## src/rtl/rom_load_pkg.sv

```systemverilog
// Shared types and constants for the ROM download sequencer.
package rom_load_pkg;

    typedef enum logic [1:0] {
        ST_LOAD  = 2'd0,
        ST_DRAIN = 2'd1,
        ST_HOLD  = 2'd2,
        ST_RUN   = 2'd3
    } state_t;

    localparam logic [7:0] IDX_ROM     = 8'd0;
    localparam logic [7:0] IDX_SYSMODE = 8'd1;
    localparam logic [7:0] IDX_DSW     = 8'd254;

    localparam int ADDR_W  = 25;
    localparam int DATA_W  = 8;
    localparam int ENTRY_W = ADDR_W + DATA_W;

endpackage

```

## src/rtl/sync_fifo.sv

```systemverilog
// Single-clock FIFO with occupancy count; head entry is visible on dout while not empty.
module sync_fifo #(
    parameter int WIDTH = 33,
    parameter int DEPTH = 4
) (
    input  logic                     clk_sys,
    input  logic                     rst_n,
    input  logic                     push,
    input  logic                     pop,
    input  logic [WIDTH-1:0]         din,
    output logic [WIDTH-1:0]         dout,
    output logic                     full,
    output logic                     empty,
    output logic [$clog2(DEPTH):0]   count
);

    localparam int PW = $clog2(DEPTH);
    localparam logic [PW:0] DEPTH_C = (PW+1)'(DEPTH);

    logic [WIDTH-1:0] mem [DEPTH];
    logic [PW-1:0]    wr_ptr;
    logic [PW-1:0]    rd_ptr;
    logic             do_push;
    logic             do_pop;

    assign full    = (count == DEPTH_C);
    assign empty   = (count == '0);
    assign do_pop  = pop && !empty;
    // A push into a full FIFO is still accepted when the head leaves on the same edge.
    assign do_push = push && (!full || do_pop);
    assign dout    = mem[rd_ptr];

    always_ff @(posedge clk_sys or negedge rst_n) begin
        if (!rst_n) begin
            wr_ptr <= '0;
            rd_ptr <= '0;
            count  <= '0;
        end else begin
            if (do_push) wr_ptr <= wr_ptr + PW'(1);
            if (do_pop)  rd_ptr <= rd_ptr + PW'(1);
            case ({do_push, do_pop})
                2'b10:   count <= count + (PW+1)'(1);
                2'b01:   count <= count - (PW+1)'(1);
                default: count <= count;
            endcase
        end
    end

    always_ff @(posedge clk_sys) begin
        if (do_push) mem[wr_ptr] <= din;
    end

endmodule

```

## src/rtl/rom_load_seq.sv

```systemverilog
// Routes HPS download strobes to a buffered ROM write port, mode/DIP registers,
// and sequences the game core reset around ROM loads.
module rom_load_seq
    import rom_load_pkg::*;
#(
    parameter int FIFO_DEPTH  = 4,
    parameter int HOLD_CYCLES = 256
) (
    input  logic        clk_sys,
    input  logic        rst_n,
    input  logic        ioctl_download,
    input  logic        ioctl_wr,
    input  logic [7:0]  ioctl_index,
    input  logic [24:0] ioctl_addr,
    input  logic [7:0]  ioctl_dout,
    output logic        ioctl_wait,
    output logic        rom_wr,
    output logic [24:0] rom_addr,
    output logic [7:0]  rom_data,
    input  logic        rom_ready,
    output logic [7:0]  sysmode,
    output logic [63:0] dsw,
    output logic        core_rst,
    output logic        overrun
);

    localparam int CNT_W = $clog2(HOLD_CYCLES + 1);
    localparam int LVL_W = $clog2(FIFO_DEPTH) + 1;
    localparam logic [CNT_W-1:0] HOLD_LOAD = CNT_W'(HOLD_CYCLES - 1);
    localparam logic [LVL_W-1:0] WAIT_LVL  = LVL_W'(FIFO_DEPTH - 1);

    state_t              state;
    state_t              state_nxt;
    logic [CNT_W-1:0]    hold_cnt;
    logic [CNT_W-1:0]    hold_cnt_nxt;
    logic                rom_req;
    logic                rom_start;
    logic                drain_done;
    logic                fifo_pop;
    logic                fifo_full;
    logic                fifo_empty;
    logic [LVL_W-1:0]    fifo_count;
    logic [ENTRY_W-1:0]  fifo_head;

    // Handshake: an entry moves to the core on every edge where it is queued and
    // rom_ready=1; rom_wr marks the following cycle. ioctl_wait asks the HPS to stop
    // one entry early so a strobe already in flight still fits.
    assign rom_req    = ioctl_wr && (ioctl_index == IDX_ROM);
    assign rom_start  = ioctl_download && (ioctl_index == IDX_ROM);
    assign fifo_pop   = !fifo_empty && rom_ready;
    assign drain_done = fifo_empty ||
                        ((fifo_count == LVL_W'(1)) && fifo_pop && !rom_req);
    assign ioctl_wait = (fifo_count >= WAIT_LVL);
    assign core_rst   = (state != ST_RUN);

    sync_fifo #(
        .WIDTH (ENTRY_W),
        .DEPTH (FIFO_DEPTH)
    ) u_fifo (
        .clk_sys (clk_sys),
        .rst_n   (rst_n),
        .push    (rom_req),
        .pop     (fifo_pop),
        .din     ({ioctl_addr, ioctl_dout}),
        .dout    (fifo_head),
        .full    (fifo_full),
        .empty   (fifo_empty),
        .count   (fifo_count)
    );

    always_comb begin
        state_nxt    = state;
        hold_cnt_nxt = hold_cnt;
        case (state)
            ST_RUN: begin
                if (rom_start) state_nxt = ST_LOAD;
            end
            ST_LOAD: begin
                if (!ioctl_download) begin
                    if (drain_done) begin
                        state_nxt    = ST_HOLD;
                        hold_cnt_nxt = HOLD_LOAD;
                    end else begin
                        state_nxt = ST_DRAIN;
                    end
                end
            end
            ST_DRAIN: begin
                if (rom_start) begin
                    state_nxt = ST_LOAD;
                end else if (drain_done) begin
                    state_nxt    = ST_HOLD;
                    hold_cnt_nxt = HOLD_LOAD;
                end
            end
            ST_HOLD: begin
                if (rom_start) begin
                    state_nxt = ST_LOAD;
                end else if (hold_cnt == '0) begin
                    state_nxt = ST_RUN;
                end else begin
                    hold_cnt_nxt = hold_cnt - CNT_W'(1);
                end
            end
            default: begin
                state_nxt    = ST_HOLD;
                hold_cnt_nxt = HOLD_LOAD;
            end
        endcase
    end

    always_ff @(posedge clk_sys or negedge rst_n) begin
        if (!rst_n) begin
            state    <= ST_HOLD;
            hold_cnt <= HOLD_LOAD;
            overrun  <= 1'b0;
            rom_wr   <= 1'b0;
            rom_addr <= '0;
            rom_data <= '0;
            sysmode  <= '0;
            dsw      <= '0;
        end else begin
            state    <= state_nxt;
            hold_cnt <= hold_cnt_nxt;
            rom_wr   <= fifo_pop;
            if (fifo_pop) {rom_addr, rom_data} <= fifo_head;
            // A dropped write outranks the clear when both land on one edge.
            if (rom_req && fifo_full && !fifo_pop)
                overrun <= 1'b1;
            else if (state != ST_LOAD && state_nxt == ST_LOAD)
                overrun <= 1'b0;
            if (ioctl_wr && ioctl_index == IDX_SYSMODE && ioctl_addr == '0)
                sysmode <= ioctl_dout;
            if (ioctl_wr && ioctl_index == IDX_DSW && ioctl_addr[24:3] == '0)
                dsw[{ioctl_addr[2:0], 3'b000} +: 8] <= ioctl_dout;
        end
    end

endmodule

```

## config.mk

```make
export PLATFORM = sky130hd
export DESIGN_NAME = rom_load_seq
export DESIGN_NICKNAME = d
export VERILOG_FILES = /design/src/rtl/rom_load_pkg.sv /design/src/rtl/sync_fifo.sv /design/src/rtl/rom_load_seq.sv
export SDC_FILE = /design/constraint.sdc
export NUM_CORES = 1
export LEC_CHECK = 0
export BUFFER_PORTS_ARGS = -buffer_cell sky130_fd_sc_hd__buf_2
export CORE_MARGIN = 1.5
export CORE_UTILIZATION = 50
export CTS_CLUSTER_DIAMETER = 200
export DETAILED_ROUTE_END_ITERATION = 16
export GPL_ROUTABILITY_DRIVEN = 0
export PLACE_DENSITY_LB_ADDON = 0.12
export SYNTH_ARGS = -nofsm -noshare
export SYNTH_HDL_FRONTEND = slang
export SYNTH_HIERARCHICAL = 1
export SYNTH_SLANG_ARGS = --single-unit
```

## constraint.sdc

```tcl
create_clock -name clk_sys -period 2.6 [get_ports clk_sys]
set_clock_uncertainty 0.1 [all_clocks]
set_input_delay 0.39 -clock clk_sys [delete_from_list [all_inputs] [get_ports clk_sys]]
set_output_delay 0.39 -clock clk_sys [all_outputs]
set_load 0.005 [all_outputs]
```

Yosys cells after proc, flatten, opt, wreduce, memory -nomap -nowiden

Memories as Yosys holds them, arrays and structs flattened. A register that Yosys moved wholly into a read port is not among the register bits.
Cells that the tools add are included.

Register bits: 92
Word-level logic and storage cells: 86
RAM bits: 132
Memories kept: 1

Memories:

| memory     | depth | width | read ports | clocked after memory_dff | write ports | line            | RTL |
|---|---|---|---|---|---|---|---|
| u_fifo.mem | 4     | 33    | 1          | 1                        | 1           | sync_fifo.sv:20 | `logic [WIDTH-1:0] mem [DEPTH];` |

Equality and inequality tests: 14
Add/subtract/negate cells: 6
Reductions and logical operators: 33
Shift operators: 2
$lt $le $gt $ge: 1
Muxes and demuxes: 20

Operators with widths:

| operator               | number |
|---|---|
| $bwmux 64              | 1 |
| $shift 8x8->64 const A | 1 |
| $shiftx 8x8->64        | 1 |
| $mux 9                 | 5 |
| $pmux 9 s3             | 1 |
| $logic_not 25->1       | 1 |
| $logic_not 22->1       | 1 |
| $logic_and 1x1->1      | 14 |
| $mux 2                 | 7 |
| $ne 2x2->1 const B     | 5 |
| $logic_not 9->1        | 1 |
| $sub 9x1->9 const B    | 1 |
| $eq 8x1->1 const B     | 1 |
| $eq 8x8->1 const B     | 1 |
| $logic_not 8->1        | 1 |
| $neg 6->8              | 1 |
| $pmux 2 s4             | 1 |
| $eq 2x2->1 const B     | 3 |
| $pmux 3 s2             | 1 |
| $reduce_bool 2->1      | 3 |
| $logic_not 1->1        | 5 |
| $reduce_and 5->1       | 1 |
| $add 2x1->2 const B    | 2 |
| $eq 2x1->1 const B     | 2 |
| 10 further kinds       | 15 |

Depth between registers and ports, before layout

Gate-level depths: netlist of run 1.

Depth after elaboration: 13
Mapped depth: 13

Cells and area by module

The synthesis of run 1 kept the hierarchy.

By module, submodules not included:

| module       | area an instance (um^2) | cells an instance | instances |
|---|---|---|---|
| sync_fifo    | 5,186.2                 | 212               | 1 |
| rom_load_seq | 5,171.2                 | 373               | 1 |

Least setup slack after synthesis of run 1

Ideal clock, no wire load.

Path type: reg-to-reg
Start: register u_fifo.count[0]
End: register u_fifo.count[2]
Arrival: 2.666 ns
Data required time: 2.421 ns
Stages on the path, launching flop included: 14
Slack: -0.245 ns
Period minus slack after synthesis: 2.845 ns
Buffers on the path: 1
Cell sequence: dfrtp_1 > nor3_1 > inv_1 > nand2_1 > clkbuf_1 > inv_1 > o21a_4 > inv_1 > ha_1 > inv_1 > fa_1 > xor2_1 > nor2_1 > xor2_1

Cells in the longest elaborated chain, start to end: 8
Elaborated cells between the ends (all ways): 14
Classes of those cells: 2 x add/sub; 3 x eq/ne; 1 x mux; 8 x reduce/logical

Ends and longest elaborated chain:

| element                                         | line               | RTL |
|---|---|---|
| start: declaration                              | sync_fifo.sv:14    | `output logic [$clog2(DEPTH):0] count` |
| start signal: assignment                        | sync_fifo.sv:42    | `2'b10: count <= count + (PW+1)'(1);` |
| start signal: assignment                        | sync_fifo.sv:43    | `2'b01: count <= count - (PW+1)'(1);` |
| start signal: assignment                        | sync_fifo.sv:44    | `default: count <= count;` |
| $logic_not 3->1 (*)                             | sync_fifo.sv:27    | `assign empty = (count == '0);` |
| via fifo_empty                                  | rom_load_seq.sv:41 | `logic fifo_empty;` |
| $logic_not 1->1 (*)                             | rom_load_seq.sv:50 | `assign fifo_pop = !fifo_empty && rom_ready;` |
| $logic_and 1x1->1 (*)                           | rom_load_seq.sv:50 |  |
| via fifo_pop                                    | rom_load_seq.sv:39 | `logic fifo_pop;` |
| $logic_and 1x1->1 (*)                           | sync_fifo.sv:28    | `assign do_pop = pop && !empty;` |
| $logic_or 1x1->1                                | sync_fifo.sv:30    | `assign do_push = push && (!full \|\| do_pop);` |
| $logic_and 1x1->1                               | sync_fifo.sv:30    |  |
| $eq 2x1->1 or $eq 2x2->1 (tied branches)        | sync_fifo.sv:41    | `case ({do_push, do_pop})` |
| $pmux 3 s2 or $reduce_bool 2->1 (tied branches) | n/a                |  |

The timed path passes the listed nets; every way through them passes the cells marked *.
A chain may end at the register's enable or synchronous reset.

Worst setup path in the final report of run 1

Start: input port ioctl_addr[18]
End: register sysmode[7]

Cells in the longest elaborated chain, start to end: 2

Ends and longest elaborated chain:

| element                | line                | RTL |
|---|---|---|
| start: declaration     | rom_load_seq.sv:14  | `input logic [24:0] ioctl_addr,` |
| $logic_not 25->1       | rom_load_seq.sv:132 | `if (ioctl_wr && ioctl_index == IDX_SYSMODE && ioctl_addr == '0)` |
| $logic_and 1x1->1      | rom_load_seq.sv:132 |  |
| end signal: assignment | rom_load_seq.sv:133 | `sysmode <= ioctl_dout;` |
| end: declaration       | rom_load_seq.sv:21  | `output logic [7:0] sysmode,` |

Every way passes these cells.

==> impl_metrics.ini, run 1 <==
[place]
hpwl_um = 14200
place_area_sq_mm = 0.0116
place_ws_ns = -0.0714
io_buffers = 154
dp.cells = 1014

[logic_synthesis]
syn_area_sq_mm = 0.0104
synth_cell_type_count = 64
synthCells = 585
synth-seq-area-share_pct = 68.6
async_reset_ff_share_pct = 48.6
syn_nets = 641
synth_edf_count = 132
syn_avg_cell_area_sq_um = 17.7
synth_warnings = 6
yosys_most_used_dff = edfxtp_1
synth-seq-cells = 257

[route]
wl_per_cell_um = 20.7
via_per_inst = 5.48
drc = 0
antenna_left = 0
drtIter0Drc = 296
num_vias = 5900
drtPass1Iterations = 4
wirelength_um = 22300

[worst_setup_path]
slowest_delay_ns = 0.56
critical_path_buf_inv_count = 2
critPathMaxFanout = 8
critPathLaunchType = primary input
criticalPathCategory = in -> reg
crit_required_ns = 2.90
endpoint_kind = flip-flop
slowest_stage = dlygate4sd3_1
path_cells = dlygate4sd3_1, buf_2, nor4_1, and4_1, and3_1, mux2_2
cp_data_arrival_time_ns = 2.78
cp_top_family = simple AND/OR/NAND/NOR gates

[sta]
period_minus_slack_ns = 2.48
hold_violations = 0
period_share_pct = 95.5
slew_headroom_pct = 53.7
hold_slack_ns = 0.00755
final_max_slew_viol_count = 0
setup_slack_ns = 0.116
setup_viol = 0
fmax_mhz = 403
worst_pin_slew_ns = 0.689
rsz0062_at_grt = no

[global_route]
grt_max_degree = 64
grt_overflow_total = 0
first_global_vias = 6373
antenna_found_initial = 0
gr-usage-all-layers_pct = 21.3
grt_pass1_wl_um = 35400

[run]
cap_viol_max_count = 0

[die]
rows = 52
die_height_um = 147
num_io_pins = 155
core_area_sq_mm = 0.0203
initial_core_util_pct = 51.0
die_x_um = 147
dieArea_sq_mm = 0.0216

[outcome]
outcome = finished clean

[layout]
instances_no_fill = 1077
antenna_cells = 0
nNetsFinal = 843
syn_to_final_growth_pct = 21.8
final_area_sq_mm = 0.0126
final_common_cell = buf_2
mostFrequentLayoutCells = buf_2, edfxtp_1, dfrtp_1
post-route-util_pct = 62.1
drive_gt1_share_pct = 47.6

[clock_network]
clockBufferDepth = 3
path_clk_slew_ns = 0.06
cts-root-buf = clkbuf_16
htree_levels = 1
clock_latency_ns = 0.52
cts_setup_buffers = 0
clkSinkCount = 257
cts_buffers = 27
cts_tree = built

[power]
powerDensity_mw_per_mm2 = 826
peakVddDrop_mv = 0.661
p_leak_uw = 0.00549

[hold_path]
worstHoldPathType = in -> reg
## metal layers
metal / global-route usage [%] / share of wire, % / wire, um / vias up
met5: 0 / 0 / 0 / -
met1: 28.2 / 41 / 9230 / 3030
met3: 4.29 / 6.2 / 1380 / 38
li1: - / - / - / 2640
met2: 36.0 / 50 / 11200 / 192
met4: 5.80 / 2.1 / 475 / 0
## worst register-to-register path, delay by kind of cell, from the launching register on
| family | cells | cell delay [ns] |
|---|---|---|
| adders and majority gates | 2 | 0.53 |
| and+or+nand+nor | 2 | 0.52 |
| DFF | 1 | 0.38 |
| buffers and inverters | 3 | 0.30 |
| xor gates and xnor gates | 2 | 0.29 |
| AOI/OAI and AO/OA | 1 | 0.23 |
## synth_stat cells, drive strengths merged (6+ instances only)
cell,number,area (sq um)
nor4,10,96.4
mux4,33,743
edfxtp,132,3960
dfstp,9,236
buf,18,125
nor3,8,40.0
inv,29,109
ha,9,113
dfrtp,116,2900
o21ai,6,30.0
mux2i,12,120
nor2,6,25.0
mux2,94,1120
nand2,20,75.1
nand3,7,55.1
a21oi,6,30.0
## per-stage QoR
step,setup TNS (ns),power (uW)
after floorplan,0,6080
after global placement,-0.0520,6750
after detailed placement,-0.410,6830
after CTS,0,10500
after global routing,0,10900
final,0,10400
## area by class of cell
class,count,area (sq um)
Fill cell,1529,7690
Inverter,29,109
Timing Repair Buffer,196,1200
Clock inverter,9,98.8
Clock buffer,40,744
Sequential cell,257,7100
Tap cell,270,338
Multi-Input combinational cell,276,3020
## power breakdown
| part | internal [uW] | switching (uW) | leakage, uW | total, uW |
|---|---|---|---|---|
| registers | 4670 | 222 | 0.00276 | 4890 |
| logic | 981 | 877 | 0.00231 | 1860 |
| clock network | 2180 | 1490 | 0.000416 | 3660 |
| total | 7830 | 2590 | 0.00549 | 10400 |
## registers in the layout, summed over array words and instances (netlist names)
| signal | flops |
|---|---|
| state | 2 |
| rom_wr | 1 |
| sysmode | 8 |
| rom_addr | 25 |
| u_fifo/rd_ptr | 2 |
| u_fifo/wr_ptr | 2 |
| dsw | 64 |
| u_fifo/count | 3 |
| hold_cnt | 9 |
| overrun | 1 |
| rom_data | 8 |
| u_fifo/mem | 132 |
## path summary, 6_finish.rpt
path                                     endpoint  slack (ns)       startpoint  cells past startpoint
worst min-delay path            u_fifo/mem[1][22]       0.008   ioctl_addr[14]                      1
worst max-delay path                   sysmode[7]        0.12   ioctl_addr[18]                      6
worst min register to register           state[1]        0.39         state[1]                      2
min in group asynchronous             rom_addr[7]        0.30            rst_n                      2
worst max register to register    u_fifo/count[2]        0.17  u_fifo/count[0]                     10
max in group asynchronous                state[1]        1.35            rst_n                      3
## what timing repair did
| item | CTS | global route |
|---|---|---|
| endpoints found under the hold margin | 108 | 0 |
| hold buffers | 14 | 0 |
| resized for setup | 0 | 4 |
| setup endpoints to repair | 0 | 1 |
## cells by family after synthesis
group                    count (synthesis)  synth area share (%)
AO/OA/AOI/OAI                           32                  2.17
AND/OR/NAND/NOR                         89                  5.88
flip-flops                             257                  68.6
XOR/XNOR                                 6                 0.507
buffers and inverters                   52                  2.44
adder cells (fa/ha/maj)                 10                  1.28
multiplexers                           139                  19.1
(Power assumes the default switching activity.)
==> run 2, diff against run 1 <==
SYNTH_HIERARCHICAL = default   (was 1)
==> run 2 against run 1 <==
Against the previous run: synthesized area down 0.92%; combinational power up 29%; core utilization down 0.32 points; worst setup slack better by 0.061 ns; sequential cell count unchanged; die area down 0.90%; clock-buffer cell count unchanged; largest power group unchanged; routed wire length down 0.56%; largest cell class unchanged; final cell count down 0.65%; critical path type is now reg -> reg.
==> impl_metrics.ini, run 2 <==
[outcome]
outcome = finished clean

[die]
rows = 52
initial_core_util_pct = 50.9
core_area_sq_mm = 0.0202
die_height_um = 146
dieArea_sq_mm = 0.0214
die_x_um = 146
num_io_pins = 155

[run]
cap_viol_max_count = 0

[logic_synthesis]
syn_area_sq_mm = 0.0103
synth-seq-cells = 257
synth-seq-area-share_pct = 69.2
syn_avg_cell_area_sq_um = 17.6
yosysTopAreaCell = edfxtp_1
yosys_most_used_dff = edfxtp_1
yosysMostFrequentCell = edfxtp_1
synth_warnings = 0
yosys-top-cells-count = edfxtp_1, dfrtp_1, mux2_2
yosysTopAreaCellShare_pct = 38.6
syn_nets = 642
synth_cell_type_count = 55
synthCells = 582
synthTopCellsByArea = edfxtp_1, dfrtp_1, mux2_2
async_reset_ff_share_pct = 48.6
synth_edf_count = 132

[route]
drtIter0Drc = 282
via_per_inst = 5.48
num_vias = 5868
wl_per_cell_um = 20.7
antenna_left = 0
drtPass1Iterations = 5
wirelength_um = 22200
drc = 0

[layout]
drive_gt1_share_pct = 47.1
reg_top3 = u_fifo.mem (132), dsw (64), rom_addr (25)
antenna_cells = 0
final_common_cell = buf_2
post-route-util_pct = 61.8
largest_reg_flops = 132
mostFrequentLayoutCells = buf_2, edfxtp_1, dfrtp_1
top_register = u_fifo.mem
nNetsFinal = 840
syn_to_final_growth_pct = 21.5

[worst_setup_path]
critPathMaxFanout = 7
criticalPathCategory = reg -> reg
rr_startpoint = hold_cnt[0]
crit_required_ns = 2.93
r2r_slack_ns = 0.18
critical_path.startpoint = hold_cnt[0]
reg2reg_depth = 7
endpoint_kind = flip-flop
crit_path_end = hold_cnt[5]
critPathLaunchType = flip-flop
reg2reg_to = hold_cnt[5]
cp_data_arrival_time_ns = 2.75

[clock_network]
cts_buffers = 27
htree_levels = 1
clkSinkCount = 257
clockBufferDepth = 3
cts_tree = built
cts-root-buf = clkbuf_16
path_clk_slew_ns = 0.06
clock_latency_ns = 0.52
cts_setup_buffers = 0

[power]
powerDensity_mw_per_mm2 = 878
p_leak_uw = 0.00536
peakVddDrop_mv = 0.554

[place]
io_buffers = 154
hpwl_um = 14000

[sta]
slew_headroom_pct = 49.0
hold_violations = 0
fmax_mhz = 413
period_minus_slack_ns = 2.42
finalSetupTns_ns = 0
final_max_slew_viol_count = 0
rsz0062_at_grt = no
period_share_pct = 93.2
worst_pin_slew_ns = 0.765
setup_viol = 0
hold_slack_ns = 0.0194

[hold_path]
hold_start = ioctl_addr[14]
worstHoldPathType = in -> reg

[global_route]
antenna_found_initial = 0
first_global_vias = 6442
grt_max_degree = 126
gr-usage-all-layers_pct = 21.4
grt_overflow_total = 0
grt_pass1_wl_um = 35300
run 2: changes by cell type in the layout (fill, tap and decap cells not counted), moves of 6 or more:
cell,delta
inv_1,-13
mux2_2,+19
ha_1,+6
mux2_4,-16
nor2b_1,+8
nor2_1,+7
nand2_1,-8
mux2i_1,-11
a21o_1,+7
run 2: power breakdown:
part	leakage, uW	switching (uW)	total, uW	internal (uW)
combinational	0.00217	1120	2400	1280
sequential	0.00279	308	5050	4740
clock	0.000399	1470	3490	2020
total	0.00536	2900	10900	8050
run 2: layout make-up:
| type | instances | area [sq um] |
|---|---|---|
| Sequential cell | 257 | 7100 |
| Fill cell | 1542 | 7700 |
| Clock inverter | 9 | 45.0 |
| Multi-Input combinational cell | 293 | 3040 |
| Timing Repair Buffer | 186 | 1120 |
| Clock buffer | 40 | 764 |
| Tap cell | 270 | 338 |
| Inverter | 15 | 56.3 |
run 2: worst min path at each step:
| stage | end | slack [ns] | depth (start not counted) |
|---|---|---|---|
| after global routing | u_fifo.mem[2][21] | 0.01 | 1 |
| final | u_fifo.mem[0][22] | 0.02 | 1 |
| after floorplan | dsw[0] | -0.006 | 0 |
| after detailed placement | dsw[15] | 0.36 | 1 |
| after global placement | dsw[30] | 0.36 | 1 |
| after CTS | u_fifo.mem[0][22] | 0.0002 | 1 |
run 2: per-stage QoR:
stage	setup WS (ns)	area, sq um	power, uW	instances
final	0.177	12500	10900	1070
after global routing	0.0497	12500	11500	1070
after CTS	0.113	12500	11100	1070
after detailed placement	-0.198	11600	7560	1012
after global placement	-0.183	11600	7470	1012
after floorplan	0.155	10300	6630	582
run 2: worst max-delay path, cell delays in order, from the launching register on:
cell and delay (ns):
dfstp_2 0.37, inv_1 0.13, ha_1 0.17, or4b_2 0.59, o21ai_2 0.20, o21a_1 0.26, nor3_1 0.08, or3b_2 0.44
run 2: cell families (layout without fill, tap and decap cells):
family | after synthesis | count (layout) | synth area share, %
AO/OA/AOI/OAI | 43 | 43 | 2.79
XOR/XNOR | 5 | 5 | 0.427
adder cells (fa/ha/maj) | 14 | 14 | 1.71
buffers and inverters | 32 | 250 | 1.32
AND/OR/NAND/NOR | 100 | 100 | 6.56
multiplexers | 131 | 131 | 18.0
flip-flops | 257 | 257 | 69.2
run 2: layer usage:
metal | vias up | GRT usage, % | share of wire, %
li1 | 2658 | - | -
met1 | 3020 | 27.4 | 42
met2 | 153 | 37.0 | 50
met3 | 37 | 4.97 | 6.0
met4 | 0 | 5.56 | 1.9
met5 | - | 0 | 0
run 2: what timing repair did:
action / CTS / global route
hold buffers: 9 / 0
resized for setup: 0 / 1
endpoints found under the hold margin: 139 / 0
setup endpoints to repair: 0 / 1
==> run 3, diff against run 2 <==
CTS_BUF_LIST = sky130_fd_sc_hd__clkbuf_8   (was default)
==> run 3 against run 2 <==
Against the previous run: sequential share of layout area shrank 0.79 points; highest routed layer unchanged; critical path type is now in -> reg; via count grew 3.8%; register-to-register slack is essentially flat; routed wire length grew 1.5%; worst setup slack lost 0.11 ns; sequential cell count is the same; final cell count grew 4.2%; hold slack gained 0.034 ns; clock power shrank 8.9%.
==> impl_metrics.ini, run 3 (synthesis results as in run 2) <==
[worst_setup_path]
crit_required_ns = 2.91
critPathLaunchType = primary input
critPathMaxFanout = 8
criticalPathCategory = in -> reg
endpoint_kind = flip-flop
cp_data_arrival_time_ns = 2.84

[global_route]
gr-usage-all-layers_pct = 21.9
grt_max_degree = 126
grt_pass1_wl_um = 35900
grt_overflow_total = 0
first_global_vias = 6625
antenna_found_initial = 0

[sta]
finalSetupTns_ns = 0
rsz0062_at_grt = no
period_minus_slack_ns = 2.53
period_share_pct = 97.3
worst_pin_slew_ns = 0.853
hold_violations = 0
slew_headroom_pct = 43.1
setup_slack_ns = 0.0700
final_max_slew_viol_count = 0
fmax_mhz = 395
setup_viol = 0

[place]
hpwl_um = 14000
io_buffers = 154
place_area_sq_mm = 0.0116
place_ws_ns = -0.198

[route]
drc = 0
via_per_inst = 5.46
num_vias = 6093
drtPass1Iterations = 4
antenna_left = 0
wl_per_cell_um = 20.2
drtIter0Drc = 304
wirelength_um = 22500

[die]
rows = 52
die_x_um = 146
die_height_um = 146
dieArea_sq_mm = 0.0214
core_area_sq_mm = 0.0202
initial_core_util_pct = 50.9
num_io_pins = 155

[power]
peakVddDrop_mv = 0.577
p_leak_uw = 0.00553
powerDensity_mw_per_mm2 = 844

[hold_path]
worstHoldPathType = in -> reg

[layout]
multi_input_area_sq_mm = 0.00308
top_register = u_fifo.mem
reg_top3 = u_fifo.mem (132), dsw (64), rom_addr (25)
final_common_cell = buf_2
syn_to_final_growth_pct = 23.2
register_area_sq_mm = 0.00710
largest_reg_flops = 132
mostFrequentLayoutCells = buf_2, edfxtp_1, dfrtp_1
nNetsFinal = 872
post-route-util_pct = 62.7
antenna_cells = 0
final_area_sq_mm = 0.0126
drive_gt1_share_pct = 46.7
nFillCells = 1543

[clock_network]
clockBufferDepth = 3
cts_tree = built
path_clk_slew_ns = 0.06
cts-root-buf = clkbuf_8
clock_latency_ns = 0.53
htree_levels = 2
clkSinkCount = 257
cts_buffers = 43

[run]
cap_viol_max_count = 0

[outcome]
outcome = finished clean
-- run 3: cell types whose count changed in the layout (fill, tap and decap cells not counted), moves of 2 or more --
cell | before | now
clkbuf_8 | 4 | 48
dlygate4sd3_1 | 9 | 24
inv_1 | 15 | 41
clkbuf_1 | 9 | 0
nand3_4 | 3 | 6
clkinv_2 | 6 | 3
nand3_2 | 3 | 0
clkinv_1 | 2 | 0
clkbuf_16 | 27 | 0
-- run 3: metal layers --
| metal | share of wire [%] | routed length, um | GRT usage [%] | vias to the layer above |
|---|---|---|---|---|
| li1 | - | - | - | 2728 |
| met1 | 42 | 9490 | 27.3 | 3146 |
| met2 | 50 | 11200 | 37.7 | 174 |
| met3 | 5.9 | 1340 | 5.88 | 45 |
| met4 | 2.1 | 471 | 6.52 | 0 |
| met5 | 0 | 0 | 0 | - |
-- run 3: what timing repair did --
action	in CTS	in global routing
hold endpoints to repair	205	0
setup buffers	0	1
hold buffers	24	0
resized for setup	0	8
endpoints found under the setup margin	0	58
-- run 3: path summary, 6_finish.rpt --
check	slack [ns]	from	cells after the start	to
worst max-delay path	0.07	ioctl_addr[23]	10	dsw[2]
worst min-delay path	0.05	ioctl_addr[2]	1	u_fifo.mem[1][10]
worst max register to register	0.17	hold_cnt[0]	7	hold_cnt[5]
worst min register to register	0.37	dsw[30]	1	dsw[30]
max in group asynchronous	1.35	rst_n	3	rom_addr[18]
min in group asynchronous	0.32	rst_n	3	rom_addr[13]
-- run 3: final cells by class --
| cell class | count | area share, % |
|---|---|---|
| Timing Repair Buffer | 202 | 10.1 |
| Clock buffer | 48 | 5.23 |
| Sequential cell | 257 | 56.2 |
| Multi-Input combinational cell | 293 | 24.4 |
| Tap cell | 270 | 2.67 |
| Inverter | 15 | 0.445 |
| Clock inverter | 30 | 0.950 |
-- run 3: critical path, cell delays in order --
cell	delay, ns
dlygate4sd3_1	0.55
buf_2	0.16
nor4b_2	0.21
nand4_1	0.16
buf_4	0.20
nor4_4	0.25
buf_4	0.18
and4_1	0.21
buf_4	0.18
mux2_2	0.35
-- run 3: report_power, final --
part	switching, uW	total [uW]	internal [uW]	leakage (uW)
Combinational	1130	2430	1290	0.00224
Clock	1500	3180	1680	0.000495
Sequential	308	5050	4750	0.00279
Total	2940	10700	7730	0.00553
-- run 3: per-stage QoR --
stage | std cells | total power, uW | hold WS (ns)
2_1_floorplan | 582 | 6630 | -0.00559
3_3_place_gp | 1012 | 7470 | 0.357
3_5_place_dp | 1012 | 7560 | 0.362
4_1_cts | 1114 | 10800 | 0.00527
5_1_grt | 1115 | 11200 | 0.0236
6_report | 1115 | 10700 | 0.0538
